==> src/rtl/bg_rle_writer_pkg.sv <==
// bg_pkg: background geometry, RLE byte layout and writer states shared with the display path
package bg_pkg;
  localparam int BG_WIDTH = 400;
  localparam int BG_HEIGHT = 300;
  localparam int BG_PIXELS = BG_WIDTH * BG_HEIGHT;
  localparam int ADDR_W = 17;
  localparam int RUN_W = 6;
  localparam int RLE_LEN_HI = 7;
  localparam int RLE_LEN_LO = 3;
  localparam int RLE_IDX_HI = 2;
  localparam int RLE_IDX_LO = 0;
  typedef enum logic [1:0] {IDLE, ACCEPT, RUN, DONE} bg_wr_state_t;
  function automatic logic [ADDR_W-1:0] bg_addr(input logic [8:0] x, input logic [8:0] y);
    return ADDR_W'(x) + ADDR_W'(y) * ADDR_W'(BG_WIDTH);
  endfunction
endpackage

==> src/rtl/bg_rle_writer_if.sv <==
// bg_rle_writer_if: RLE byte stream in, background memory write port out
interface bg_rle_writer_if import bg_pkg::*; #(parameter int AW = ADDR_W);
  logic [7:0] in_data;
  logic in_valid;
  logic in_ready;
  logic wr_en;
  logic [AW-1:0] wr_address;
  logic [3:0] wr_data;
  modport master(output in_data, in_valid, input in_ready, wr_en, wr_address, wr_data);
  modport slave(input in_data, in_valid, output in_ready, wr_en, wr_address, wr_data);
endinterface

==> src/rtl/bg_rle_writer.sv <==
// bg_rle_writer: expands an RLE byte stream into row-major background index memory writes
module bg_rle_writer import bg_pkg::*; #(
  parameter int BG_PIXELS = bg_pkg::BG_PIXELS,
  parameter int ADDR_W = bg_pkg::ADDR_W
) (
  input logic Clk,
  input logic Reset,
  input logic start,
  bg_rle_writer_if.slave bus,
  output logic busy,
  output logic done,
  output logic overrun
);
  localparam logic [ADDR_W-1:0] LAST = ADDR_W'(BG_PIXELS - 1);
  bg_wr_state_t state_q, state_d;
  logic [ADDR_W-1:0] pix_cnt_q, pix_cnt_d;
  logic [RUN_W-1:0] run_cnt_q, run_cnt_d;
  logic [2:0] idx_q, idx_d;
  logic overrun_q, overrun_d;
  logic restart, accept, writing, last_pix;
  assign restart = (state_q == IDLE || state_q == DONE) && start;
  assign accept = state_q == ACCEPT && bus.in_valid;
  assign writing = state_q == RUN;
  assign last_pix = pix_cnt_q == LAST;
  always_ff @(posedge Clk) begin
    if (Reset) begin
      state_q <= IDLE;
      pix_cnt_q <= '0;
      run_cnt_q <= '0;
      idx_q <= '0;
      overrun_q <= 1'b0;
    end else begin
      state_q <= state_d;
      pix_cnt_q <= pix_cnt_d;
      run_cnt_q <= run_cnt_d;
      idx_q <= idx_d;
      overrun_q <= overrun_d;
    end
  end
  always_comb begin
    state_d = state_q;
    case (state_q)
      IDLE, DONE: state_d = start ? ACCEPT : state_q;
      ACCEPT: state_d = bus.in_valid ? RUN : ACCEPT;
      RUN: state_d = last_pix ? DONE : (run_cnt_q == RUN_W'(1) ? ACCEPT : RUN);
      default: state_d = IDLE;
    endcase
  end
  // the pixel counter holds at the last address so it can never wrap past the frame
  always_comb begin
    pix_cnt_d = pix_cnt_q;
    run_cnt_d = run_cnt_q;
    idx_d = idx_q;
    overrun_d = overrun_q;
    if (restart) begin
      pix_cnt_d = '0;
      run_cnt_d = '0;
      overrun_d = 1'b0;
    end
    if (accept) begin
      idx_d = bus.in_data[RLE_IDX_HI:RLE_IDX_LO];
      run_cnt_d = RUN_W'(bus.in_data[RLE_LEN_HI:RLE_LEN_LO]) + RUN_W'(1);
    end
    if (writing) begin
      pix_cnt_d = last_pix ? pix_cnt_q : pix_cnt_q + ADDR_W'(1);
      run_cnt_d = run_cnt_q - RUN_W'(1);
      overrun_d = (last_pix && run_cnt_q > RUN_W'(1)) ? 1'b1 : overrun_q;
    end
  end
  always_comb begin
    bus.in_ready = state_q == ACCEPT;
    bus.wr_en = writing;
    bus.wr_address = writing ? pix_cnt_q : '0;
    bus.wr_data = writing ? {1'b0, idx_q} : 4'h0;
    busy = state_q == ACCEPT || state_q == RUN;
    done = state_q == DONE;
    overrun = overrun_q;
  end
endmodule

==> src/flat_wrapper.sv <==
// flat-port wrapper written by rule: the top's interface ports become plain ports
module bg_rle_writer_flat import bg_pkg::*;
#(
  parameter int BG_PIXELS = bg_pkg::BG_PIXELS,
  parameter int ADDR_W = bg_pkg::ADDR_W
)
  (Clk, Reset, start, busy, done, overrun, bus_in_data, bus_in_valid, bus_in_ready, bus_wr_en, bus_wr_address, bus_wr_data);
  bg_rle_writer_if #(.AW(17)) bus_i ();
  input logic Clk;
  input logic Reset;
  input logic start;
  output logic busy;
  output logic done;
  output logic overrun;
  input wire logic [$bits(bus_i.in_data)-1:0] bus_in_data;
  input wire logic [$bits(bus_i.in_valid)-1:0] bus_in_valid;
  output wire logic [$bits(bus_i.in_ready)-1:0] bus_in_ready;
  output wire logic [$bits(bus_i.wr_en)-1:0] bus_wr_en;
  output wire logic [$bits(bus_i.wr_address)-1:0] bus_wr_address;
  output wire logic [$bits(bus_i.wr_data)-1:0] bus_wr_data;
  assign bus_i.in_data = bus_in_data;
  assign bus_i.in_valid = bus_in_valid;
  assign bus_in_ready = bus_i.in_ready;
  assign bus_wr_en = bus_i.wr_en;
  assign bus_wr_address = bus_i.wr_address;
  assign bus_wr_data = bus_i.wr_data;
  bg_rle_writer #(.BG_PIXELS(BG_PIXELS), .ADDR_W(ADDR_W)) u_core (.Clk(Clk), .Reset(Reset), .start(start), .bus(bus_i), .busy(busy), .done(done), .overrun(overrun));
endmodule
==> config.mk <==
export PLATFORM = sky130hd
export DESIGN_NAME = bg_rle_writer_flat
export DESIGN_NICKNAME = d
export VERILOG_FILES = /design/src/rtl/bg_rle_writer_pkg.sv /design/src/rtl/bg_rle_writer_if.sv /design/src/rtl/bg_rle_writer.sv /design/src/flat_wrapper.sv
export SDC_FILE = /design/constraint.sdc
export NUM_CORES = 1
export LEC_CHECK = 0
export ABC_CLOCK_PERIOD_IN_PS = 2900
export CORE_UTILIZATION = 55
export DETAILED_ROUTE_END_ITERATION = 8
export GPL_TIMING_DRIVEN = 1
export HOLD_SLACK_MARGIN = 0.06
export PLACE_DENSITY = 0.89
export SLEW_MARGIN = 20
export SYNTH_ARGS = -nofsm -noshare
export SYNTH_HDL_FRONTEND = slang
export SYNTH_SLANG_ARGS = --single-unit
==> constraint.sdc <==
create_clock -name Clk -period 2.9 [get_ports Clk]
set_clock_uncertainty 0.05 [all_clocks]
set_input_delay 0.725 -clock Clk [delete_from_list [all_inputs] [get_ports Clk]]
set_output_delay 0.725 -clock Clk [all_outputs]
set_load 0.02 [all_outputs]
==> results.sh, run 1 <==
export IMPL_synth_seq_cells=29
export IMPL_powerDensity_mw_per_mm2=459.8
export IMPL_die_y_um=60.03
export IMPL_vias=1874
export IMPL_avgSynthCellArea_um2=8.158
export IMPL_worstRegToRegCells=5
export IMPL_switchingPower_mw=0.3850
export IMPL_drt_initial_drc_count=155
export IMPL_dpl_cell_count=302
export IMPL_hold_depth=2
export IMPL_clkPwrFrac_pct=20.5
export IMPL_worstPathRequired_ns=2.12
export IMPL_drt_pass1_iterations=4
export IMPL_clk_latency_ns=0.34
export IMPL_drc=0
export IMPL_hold_end="u_core.idx_q[2]$_SDFFE_PP0P_"
export IMPL_yosysSeqAreaShare_pct=31.35
export IMPL_yosys_warnings=0
export IMPL_cts_root_buf="clkbuf_4"
export IMPL_outcome="finished clean"
export IMPL_final_instance_count_excl_fill=308
export IMPL_total_power_mw=1.061
export IMPL_grt_max_degree=17
export IMPL_setup_viol=0
export IMPL_worstMarginPinSlew_ns=0.5085
export IMPL_gp_congestion=0.8558
export IMPL_dp_slack_ns=0.2930
export IMPL_cap_violations=0
export IMPL_final_hold_viol_count=0
export IMPL_die_area_mm2=0.003603
export IMPL_drv_slew=0
export IMPL_ir_drop_uv=410.5
export IMPL_internal_power_mw=0.6758
export IMPL_clock_sinks=29
export IMPL_drive_gt1_share_pct=8.333
export IMPL_num_rows=20
export IMPL_grt_total_usage_pct=28.35
export IMPL_slew_headroom_pct=65.84
export IMPL_rsz0062_at_grt="no"
export IMPL_crit_arrival_ns=1.91
export IMPL_holdCritStartpoint="u_core.idx_q[2]$_SDFFE_PP0P_"
export IMPL_io_buffers=36
export IMPL_io_pins=38
export IMPL_critPathKind="flip-flop to output pin"
export IMPL_cp_max_fo=16
export IMPL_fin_crit_sh_pct=92.73
export IMPL_grt_pass1_wl_um=7652
export IMPL_cts_path_max_buffers=2
export IMPL_cts_tree="built"
export IMPL_startpoint_type="flip-flop"
export IMPL_synthesis_instances=227
export IMPL_h_tree_depth=2
export IMPL_syn_area_mm2=0.001852
export IMPL_top_layer="met4"
export IMPL_r2r_start="u_core.pix_cnt_q[0]$_SDFFE_PP0P_"
export IMPL_routedWlPerCell_um=14.59
export IMPL_post_dp_hpwl_um=3259
export IMPL_async_flop_share_pct=0
export IMPL_netlist_cell_type_count=50
export IMPL_fillers=242
export IMPL_hold_path_class="flip-flop to flip-flop"
export IMPL_layout_setup_ws_ns=0.2108
export IMPL_holdBufCountCts=0
export IMPL_met2_length_um=2180
export IMPL_fmax_mhz=371.9
export IMPL_core_mm2=0.003128
export IMPL_m1WireLength_um=1942
export IMPL_clk_pin_slew_ns=0.08
export IMPL_viasPerCell=6.084
export IMPL_antenna_found_initial=0
export IMPL_pwr_share_comb_pct=36.6
export IMPL_die_x_um=60.03
export IMPL_initial_core_util_pct=59.20
export IMPL_ys_flop_type="dfxtp_1"
export IMPL_tns_ns=0
export IMPL_wl_um=4495
export IMPL_rr_endpoint="u_core.pix_cnt_q[12]$_SDFFE_PP0P_"
export IMPL_p_seq_share_pct=42.9
export IMPL_insertedDiodeCount=0
export IMPL_gr_total_overflow=0
export IMPL_p_leak_nw=0.8076
export IMPL_synth_edf_count=0
export IMPL_r2r_slack_ns=0.64
export IMPL_worst_setup_path_end_kind="output pin"
export IMPL_nets=284
export IMPL_areaGrowthSynthToFinish_pct=24.59
export IMPL_final_cell_mix="clkdlybuf4s50_1, dfxtp_1, a21oi_1, nand2_1, and2_1"
export IMPL_swShare_pct=36.29
export IMPL_synth_fp_nets=246
export IMPL_cts_buffers=5
export IMPL_wl_met3_um=287
export IMPL_grt_pass1_vias=1688
export IMPL_final_common_cell="clkdlybuf4s50_1"
export IMPL_fin_crit_ns=2.689
export IMPL_final_core_util_pct=73.76
export IMPL_ant_nets=0
Yosys cell counts, types with 2 or more instances:
| master | number | area share (%) |
|---|---|---|
| or3_1 | 5 | 1.7 |
| nor2_1 | 8 | 1.6 |
| a21oi_1 | 23 | 6.2 |
| xor2_1 | 5 | 2.4 |
| nand3b_1 | 2 | 0.81 |
| or4_1 | 7 | 2.8 |
| and2_1 | 21 | 7.1 |
| clkbuf_1 | 5 | 1.0 |
| nand3_1 | 13 | 3.5 |
| mux2i_1 | 3 | 1.6 |
| o31ai_1 | 6 | 2.4 |
| ha_1 | 7 | 4.7 |
| dfxtp_1 | 29 | 31 |
| nor4_1 | 2 | 0.68 |
| and3_1 | 4 | 1.4 |
| nand4_1 | 7 | 2.4 |
| buf_2 | 3 | 0.81 |
| o21ai_0 | 2 | 0.54 |
| nor4_4 | 2 | 2.3 |
| a22oi_1 | 2 | 0.81 |
| nor3_1 | 2 | 0.54 |
| nand4b_1 | 2 | 0.95 |
| xnor2_1 | 2 | 0.95 |
| o21ai_1 | 6 | 1.6 |
| inv_1 | 9 | 1.8 |
| o211ai_1 | 3 | 1.2 |
| a31oi_1 | 3 | 1.0 |
| nand2_1 | 22 | 4.5 |
sequential cells by signal, summed over array words and instances, names as in the netlist:
name / cells
u_core.pix_cnt_q: 17
u_core.run_cnt_q: 6
u_core.idx_q: 3
u_core.state_q: 2
u_core.overrun: 1
per-stage QoR:
step,instance area [um^2],hold WS [ns]
final,2307,0.4099
after global routing,2307,0.4446
after CTS,2297,0.4158
after detailed placement,2252,0.4036
after global placement,2252,0.3895
after floorplan,1852,0.3817
critical path, cell delays in order (launching register included):
cell             delay, ns
dfxtp_1               0.35
inv_1                 0.11
ha_4                  0.25
buf_4                 0.16
and2_1                0.12
clkdlybuf4s50_1       0.59
how the worst max path moves through the flow:
stage                     slack, ns  cells after the start                      startpoint                 end
final                          0.21                      5  u_core.state_q[0]$_SDFFE_PP0P_  bus_wr_address[13]
after global placement         0.30                      4  u_core.state_q[1]$_SDFFE_PP0P_  bus_wr_address[10]
after global routing           0.09                      5  u_core.state_q[0]$_SDFFE_PP0P_  bus_wr_address[12]
after detailed placement       0.29                      4  u_core.state_q[1]$_SDFFE_PP0P_  bus_wr_address[13]
after floorplan                0.44                      6  u_core.state_q[0]$_SDFFE_PP0P_   bus_wr_address[0]
after CTS                      0.09                      4  u_core.state_q[1]$_SDFFE_PP0P_  bus_wr_address[13]
cell families (layout without fill, tap and decap cells):
| kind of cell | Yosys count | in the layout | share of synthesized area [%] |
|---|---|---|---|
| mux | 3 | 3 | 1.622 |
| flops | 29 | 29 | 31.35 |
| buf+inv | 19 | 56 | 4.662 |
| xor+xnor | 7 | 7 | 3.311 |
| fa+ha+maj | 7 | 7 | 4.730 |
| other cells | 1 | 1 | 0.2025 |
| compound gates | 54 | 54 | 19.12 |
| simple gates | 107 | 107 | 35.00 |
metal layers:
metal | track usage, % | vias to the layer above
met3 | 7.792 | 13
li1 | - | 918
met2 | 46.51 | 74
met5 | 0 | -
met4 | 9.635 | 0
met1 | 35.58 | 869
power by group through the flow:
stage	combinational (mW)	sequential, mW	clock, mW
finish	0.388	0.455	0.218
CTS	0.373	0.453	0.220
detailed placement	0.368	0.462	0
global placement	0.362	0.461	0
floorplan	0.258	0.456	0
global route	0.430	0.460	0.240
layout make-up:
class,count,area [um^2],area share (%)
Inverter,9,33.78,1.464
Clock inverter,1,5.005,0.2169
Multi-Input combinational cell,179,1197,51.90
Timing Repair Buffer,41,397.9,17.25
Clock buffer,5,37.54,1.627
Sequential cell,29,580.6,25.16
Tap cell,44,55.05,2.386
timing repair:
item	CTS	global route
resized for setup	1	1
endpoints found under the setup margin	12	8
setup buffers	0	0
No activity file was read; power rests on OpenSTA's default activity.
==> run 2: changes to the inputs <==
--- a/config.mk
+++ b/config.mk
@@ -6,11 +6,13 @@
 export NUM_CORES = 1
 export LEC_CHECK = 0
 export ABC_CLOCK_PERIOD_IN_PS = 2900
-export CORE_UTILIZATION = 55
+export CORE_UTILIZATION = 65
+export CTS_BUF_LIST = sky130_fd_sc_hd__clkbuf_16
 export DETAILED_ROUTE_END_ITERATION = 8
+export DONT_BUFFER_PORTS = 1
 export GPL_TIMING_DRIVEN = 1
 export HOLD_SLACK_MARGIN = 0.06
-export PLACE_DENSITY = 0.89
+export PLACE_DENSITY = 0.85
 export SLEW_MARGIN = 20
 export SYNTH_ARGS = -nofsm -noshare
 export SYNTH_HDL_FRONTEND = slang
==> run 2 against run 1 <==
Flip-flop and latch count did not move. Utilization increased by 2.8 points. Non-clock buffer count is 39 lower. Wire length fell by 3.6%. Sequential share of layout area is 4.1 points higher. Combinational power down 18%. First-iteration DRC count is 23% lower. Worst setup slack better by 0.14 ns. Largest cell class unchanged. Clock-buffer cell count is the same. Fmax is 5.4% higher. Largest power group is now the clock network. Hold slack worse by 0.018 ns. Clock power grew 110%. Critical endpoint is now bus_wr_address[4].
==> results.sh, run 2 (synthesis results as in run 1) <==
export IMPL_ant_nets=0
export IMPL_cts_root_buf="clkbuf_16"
export IMPL_powerDensity_mw_per_mm2=623.7
export IMPL_p_leak_nw=0.7031
export IMPL_fin_area_mm2=0.001982
export IMPL_critPathKind="flip-flop to output pin"
export IMPL_die_x_um=55.38
export IMPL_whs_ns=0.3921
export IMPL_grt_pass1_vias=1613
export IMPL_final_hold_viol_count=0
export IMPL_drt_initial_drc_count=119
export IMPL_crit_arrival_ns=1.78
export IMPL_grt_use_met1_pct=31.66
export IMPL_top_regs="u_core.pix_cnt_q: 17 flops, u_core.run_cnt_q: 6 flops, u_core.idx_q: 3 flops"
export IMPL_cp_cell_sequence="inv_1, ha_1, and2_1"
export IMPL_dp_slack_ns=0.4810
export IMPL_outcome="finished clean"
export IMPL_clk_latency_ns=0.27
export IMPL_fmax_mhz=392.1
export IMPL_final_core_util_pct=76.52
export IMPL_grt_max_degree=30
export IMPL_rsz0062_at_grt="no"
export IMPL_antenna_found_initial=0
export IMPL_setup_viol=0
export IMPL_vias=1737
export IMPL_viasPerCell=6.812
export IMPL_postCtsSetupRepairBufs=0
export IMPL_tns_ns=0
export IMPL_clock_sinks=29
export IMPL_cts_path_max_buffers=2
export IMPL_busiest_layer="met2"
export IMPL_use_met2_pct=51.98
export IMPL_path_buf_inv=1
export IMPL_cts_buffers=5
export IMPL_nets=245
export IMPL_slowest_delay_ns=0.69
export IMPL_fin_crit_ns=2.550
export IMPL_ir_drop_uv=577.4
export IMPL_gr_total_overflow=0
export IMPL_h_tree_depth=2
export IMPL_worst_setup_path_end_kind="output pin"
export IMPL_largest_reg_flops=17
export IMPL_globalRouteMet3Util_pct=7.260
export IMPL_final_common_cell="dfxtp_1"
export IMPL_clk_pin_slew_ns=0.05
export IMPL_gp_congestion=0.8760
export IMPL_io_pins=38
export IMPL_slew_headroom_pct=45.02
export IMPL_final_cell_mix="dfxtp_1, a21oi_1, nand2_1, and2_1, nand3_1"
export IMPL_hold_path_class="flip-flop to flip-flop"
export IMPL_wl_um=4335
export IMPL_areaGrowthSynthToFinish_pct=7.027
export IMPL_fin_crit_sh_pct=87.94
export IMPL_critPathTopFamily="adder cells"
export IMPL_cap_violations=0
export IMPL_die_area_mm2=0.003066
export IMPL_post_dp_hpwl_um=3086
export IMPL_drt_pass1_iterations=4
export IMPL_grt_total_usage_pct=28.77
export IMPL_worstMarginPinSlew_ns=0.8247
export IMPL_drc=0
export IMPL_routedWlPerCell_um=17.00
export IMPL_num_rows=18
export IMPL_core_mm2=0.002590
export IMPL_insertedDiodeCount=0
export IMPL_fillers=203
export IMPL_holdBufCountCts=0
export IMPL_startpoint_type="flip-flop"
export IMPL_cts_tree="built"
export IMPL_initial_core_util_pct=71.50
export IMPL_drive_gt1_share_pct=8.000
export IMPL_grt_pass1_wl_um=7044
export IMPL_placed_area_mm2=0.001852
export IMPL_drv_slew=0
export IMPL_layout_setup_ws_ns=0.3497
export IMPL_slowest_stage="ha_1"
export IMPL_largest_register="u_core.pix_cnt_q"
export IMPL_post_cts_resized=0
export IMPL_worstPathRequired_ns=2.12
export IMPL_io_buffers=0
export IMPL_cp_max_fo=29
export IMPL_die_y_um=55.38
## run 2: changes by cell type in the layout (fill, tap and decap cells not counted), sizes merged
cell           change
buf                -3
clkdlybuf4s50     -36
## run 2: cell type report
type                    count  area (um^2)  area share [%]
multi-input cells         179         1185           59.79
repair buffers              2        15.01          0.7576
well taps                  30        37.54           1.894
clock buffers               5        125.1           6.313
clock inverters             1        5.005          0.2525
flip-flops and latches     29        580.6           29.29
inverters                   9        33.78           1.705
## run 2: tightest hold or removal path: stages (launching register included)
cell and delay, ns:
dfxtp_1 0.30, nand2_1 0.05, a21oi_1 0.05
## run 2: path summary, 6_finish.rpt
check,startpoint,to,slack (ns),cells after the start
max,u_core.state_q[0]$_SDFFE_PP0P_,bus_wr_address[4],0.35,3
min,u_core.idx_q[0]$_SDFFE_PP0P_,u_core.idx_q[0]$_SDFFE_PP0P_,0.39,2
max reg2reg,u_core.state_q[0]$_SDFFE_PP0P_,u_core.pix_cnt_q[16]$_SDFFE_PP0P_,0.44,6
min reg2reg,u_core.idx_q[0]$_SDFFE_PP0P_,u_core.idx_q[0]$_SDFFE_PP0P_,0.39,2
## run 2: power breakdown
group | switching [mW] | internal (mW)
logic | 0.209 | 0.109
clock network | 0.158 | 0.304
registers | 0.0287 | 0.427
total | 0.396 | 0.841
## run 2: metal layers
| layer | up-vias | wire length [um] |
|---|---|---|
| li1 | 830 | - |
| met1 | 808 | 1747 |
| met2 | 88 | 2221 |
| met3 | 11 | 303 |
| met4 | 0 | 62 |
| met5 | - | 0 |
## run 2: per-stage QoR
step | std cells | power [mW]
finish | 255 | 1.236
detailed placement | 249 | 0.7739
floorplan | 227 | 0.7136
CTS | 255 | 1.235
global placement | 249 | 0.7634
global route | 255 | 1.294
